[src/rtl/alarm_ctrl.sv]
// Alarm controller fed by the hrs_min_sec counter: stores an alarm time, rings for RING_SECS seconds on match.
// Optional snooze (SNOOZE state and counter) is built only when ALARM_SNOOZE_EN is defined.
module alarm_ctrl #(
  parameter int O           = 6,
  parameter int P           = 5,
  parameter int RING_SECS   = 60,
  parameter int SNOOZE_SECS = 300
) (
  input  logic         clk,
  input  logic         rst,
  input  logic [P-1:0] hrs,
  input  logic [O-1:0] min,
  input  logic [O-1:0] sec,
  input  logic         set_valid,
  output logic         set_ready,
  input  logic [P-1:0] set_hrs,
  input  logic [O-1:0] set_min,
  input  logic         arm,
  input  logic         stop,
  input  logic         snooze,
  output logic         ringing,
  output logic         armed
);

  localparam int RING_W = $clog2(RING_SECS + 1);
  localparam logic [RING_W-1:0] RING_INIT = RING_W'(RING_SECS);

`ifdef ALARM_SNOOZE_EN
  typedef enum logic [1:0] {IDLE, ARMED, RINGING, SNOOZE} state_t;
  localparam int SNZ_W = $clog2(SNOOZE_SECS + 1);
  localparam logic [SNZ_W-1:0] SNZ_INIT = SNZ_W'(SNOOZE_SECS);
  logic [SNZ_W-1:0] snz_q, snz_d;
`else
  typedef enum logic [1:0] {IDLE, ARMED, RINGING} state_t;
  logic snooze_unused;
  assign snooze_unused = snooze;
`endif

  state_t              state_q, state_d;
  logic [RING_W-1:0]   ring_q, ring_d;
  logic [P-1:0]        alm_hrs;
  logic [O-1:0]        alm_min;
  logic [O-1:0]        sec_q;
  logic                sec_tick;
  logic                match;
  logic                load;

  // A second has elapsed whenever the counter's sec bus moves.
  assign sec_tick  = (sec != sec_q);
  assign match     = (hrs == alm_hrs) && (min == alm_min) && (sec == '0) && sec_tick;
  assign set_ready = (state_q == IDLE) || (state_q == ARMED);
  assign load      = set_valid && set_ready;
  assign ringing   = (state_q == RINGING);
  assign armed     = (state_q != IDLE);

  // NOTE: state uses non-blocking assignments so every register samples pre-edge values together.
  always_ff @(posedge clk or negedge rst) begin
    if (!rst) begin
      state_q <= IDLE;
      ring_q  <= '0;
      alm_hrs <= '0;
      alm_min <= '0;
      sec_q   <= '0;
`ifdef ALARM_SNOOZE_EN
      snz_q   <= '0;
`endif
    end else begin
      state_q <= state_d;
      ring_q  <= ring_d;
      sec_q   <= sec;
`ifdef ALARM_SNOOZE_EN
      snz_q   <= snz_d;
`endif
      if (load) begin
        alm_hrs <= set_hrs;
        alm_min <= set_min;
      end
    end
  end

  // NOTE: every signal written here gets a default first so no latch is inferred.
  always_comb begin
    state_d = state_q;
    ring_d  = ring_q;
`ifdef ALARM_SNOOZE_EN
    snz_d   = snz_q;
`endif
    case (state_q)
      IDLE: begin
        if (arm) state_d = ARMED;
      end
      ARMED: begin
        if (!arm) begin
          state_d = IDLE;
        end else if (match) begin
          state_d = RINGING;
          ring_d  = RING_INIT;
        end
      end
      RINGING: begin
        if (stop) begin
          state_d = arm ? ARMED : IDLE;
        end else if (!arm) begin
          state_d = IDLE;
`ifdef ALARM_SNOOZE_EN
        end else if (snooze) begin
          state_d = SNOOZE;
          snz_d   = SNZ_INIT;
`endif
        end else if (sec_tick) begin
          ring_d = (ring_q != '0) ? ring_q - RING_W'(1) : '0;
          if (ring_q == RING_W'(1)) state_d = ARMED;
        end
      end
`ifdef ALARM_SNOOZE_EN
      SNOOZE: begin
        if (stop) begin
          state_d = arm ? ARMED : IDLE;
        end else if (!arm) begin
          state_d = IDLE;
        end else if (sec_tick) begin
          snz_d = (snz_q != '0) ? snz_q - SNZ_W'(1) : '0;
          if (snz_q == SNZ_W'(1)) begin
            state_d = RINGING;
            ring_d  = RING_INIT;
          end
        end
      end
`endif
      default: state_d = IDLE;
    endcase
  end

endmodule

[config.mk]
export PLATFORM = sky130hd
export DESIGN_NAME = alarm_ctrl
export DESIGN_NICKNAME = d
export VERILOG_FILES = /design/src/rtl/alarm_ctrl.sv
export SDC_FILE = /design/constraint.sdc
export NUM_CORES = 1
export LEC_CHECK = 0
export CAP_MARGIN = 20
export CORE_MARGIN = 4
export CORE_UTILIZATION = 35
export DETAILED_ROUTE_END_ITERATION = 8
export PLACE_DENSITY = 0.6
export REMOVE_ABC_BUFFERS = 1
export SLEW_MARGIN = 20
export SYNTH_ARGS = -nofsm -noshare
export SYNTH_HDL_FRONTEND = slang
export SYNTH_SLANG_ARGS = --single-unit
[constraint.sdc]
create_clock -name clk -period 5.2 [get_ports clk]
set_input_delay 0.52 -clock clk [delete_from_list [all_inputs] [get_ports clk]]
set_output_delay 0.52 -clock clk [all_outputs]
set_load 0.03 [all_outputs]
==> reports/qor.txt <==
Root buffer cell: clkbuf_8
Port bufs: 35
Crit-path max cell delay: 550 ps
Period utilisation layout: 0.483
Syn Inst Count: 120
Synth Register Bits: 25
Initial antenna violation count: 0
Max Freq: 398 MHz
Setup ws final: 2690 ps
Die ar.: 4790 sq um
Slowest-stage cell, CP: or4b_1
Tot GR Track Use: 0.127
Setup violators final: 0
Synth Warn #: 0
Setup crit start kind: primary input
Worst Hold End: state_q[0]
Post-synthesis sequential area ratio: 0.477
Most frequent cells in the layout: clkdlybuf4s50_1 (35), dfrtp_1 (25), mux2_2 (11), xor2_1 (11), nand2_1 (7)
Flop-to-flop setup slack: 3080 ps
Number of global-route vias before repair: 1110
Cell taking the most area after synthesis: dfrtp_1
CTS Buffer Depth: 2
Die width: 69.2 microns
Hold path depth: 1
Area grow syn2layout: 34.2%
Clk slew on worst S/H paths: 90 ps
Cell Pwr Density: 234 nW/um^2
Worst Hold Launch: state_q[0]
RSZ-0062 raised after global routing: false
Synth unique cells: 38
Post-synthesis async set-or-reset flop share: 1.00
Die height: 69.2 microns
Reg-to-Reg Start: state_q[0]
Dpl hpwl: 2220 microns
Core box area: 3470 sq um
Final hold violation count: 0
CTS tree: yes
Tot Pwr: 412 uW
Max-cap violations: 0
Post-CTS Resized: 0
CP endpoint kind: register
GRT Residual Overflow: 0
TNS Setup: 0 ps
DRT Wirelength: 2760 microns
Slew @ Worst Pin: 942 ps
Commonest non-fill, non-tap cell in the layout: clkdlybuf4s50_1
Worst path arrival time: 2640 ps
Mean Syn Cell Area: 10.9 sq um
DRC violations left: 0
Initial Util: 0.378
Remaining antenna violation count: 0
CTS Sinks: 25
R2r endpoint: ring_q[0]
First-pass GRT wire length: 4970 microns
Vias: 1031
# H-tree levels: 1
Buf/Inv on CP: 1
Iteration count of the initial detailed-routing pass: 2
Leak: 0.000702 uW
DR WL/cell: 13.6 microns
Hold-fix buffers, CTS: 0
Post-synth EDFFs: 0
Mapped Area: 1310 sq um
Synth top area share: 0.477
Tmin final: 2510 ps
Clk_lat worst skew: 270 ps
Peak supply drop: 103 uV
Slew Viols, Final: 0
Clock Skew: 4.46 ps
# IOs: 37
Synth Flop Type: dfrtp_1
Starting DRC count in detailed routing: 73
Largest net degree at the start of global routing: 26
Fillers: 346
Gpl congestion: 0.873
Fin nets: 195
DR vias/cell: 5.08
Layout cell share with drive strength beyond 1: 0.134
Worst path cell trace: clkdlybuf4s50_1 -> or4b_1 -> nor4_2 -> nand2_1 -> nor3_1 -> o22ai_1
Worst Path Required: 5330 ps
Setup Buffers After CTS: 0
Max FO, Critical Path: 5
Dpl ws: 2410 ps
Row count: 21
Top cells by area, synth: dfrtp_1 (48%), mux2_2 (9.4%), xor2_1 (7.3%)
CP top delay family: simple AND/OR/NAND/NOR gates
Worst min-delay path category: reg -> reg
CP Class: in -> reg
R2R cell count: 5
Num CTS Buffers: 3
Outcome: completed
# diodes: 0
Worst slew margin: 0.370
[stage by stage]
stage,cells,hold WS (ps),util,area (sq um)
4_1_cts,203,536,0.508,1760
3_5_place_dp,199,521,0.495,1720
3_3_place_gp,199,512,0.495,1720
2_1_floorplan,117,224,-,1300
6_report,203,534,0.508,1760
5_1_grt,203,557,0.508,1760
[flip-flops by register name, summed over array words and instances (netlist names)]
| register | count |
|---|---|
| alm_min | 6 |
| ring_q | 6 |
| sec_q | 6 |
| alm_hrs | 5 |
| state_q | 2 |
[worst max-delay path by stage]
stage	startpoint	end	slack, ps	cells past startpoint
3_3_place_gp	sec[1]	ring_q[0]	2450	6
4_1_cts	sec[1]	ring_q[0]	2680	6
2_1_floorplan	sec[1]	ring_q[0]	3240	5
5_1_grt	sec[1]	ring_q[0]	2550	6
3_5_place_dp	sec[1]	ring_q[0]	2410	6
6_report	sec[1]	ring_q[0]	2690	6
[power by group]
group	leakage, uW	switching [uW]	internal (uW)
Clock	0.0000255	63.7	53.7
Sequential	0.000300	11.3	209
Combinational	0.000376	29.5	45.5
[final cells by class]
class	instances	area [sq um]	area share
Timing Repair Buffer	36	358	0.203
Sequential cell	25	626	0.355
Clock buffer	3	41.3	0.0234
Clock inverter	1	5.00	0.00284
Tap cell	46	57.6	0.0327
Multi-Input combinational cell	87	656	0.372
Inverter	5	18.8	0.0107
[kinds of logic after synthesis]
family,share of synthesized area
AND/OR/NAND/NOR,0.146
XOR/XNOR,0.113
buffers and inverters,0.0238
flip-flops,0.477
multiplexers,0.0944
AO/OA/AOI/OAI,0.117
adder cells (fa/ha/maj),0.0286
[cell usage after synthesis, drive strengths merged, types with 3 or more instances]
cell,number
nor4,4
nand3,3
dfrtp,25
nand2,7
xor2,11
xnor2,6
mux2,11
a31oi,3
nor3,5
inv,5
nor2,5
ha,3
[per-layer routing]
metal / share of wire / vias to the layer above / GRT usage
li1: - / 505 / -
met1: 0.43 / 495 / 0.151
met2: 0.50 / 27 / 0.211
met3: 0.054 / 4 / 0.0435
met4: 0.013 / 0 / 0.0456
met5: 0 / - / 0
(Power assumes the default switching activity.)
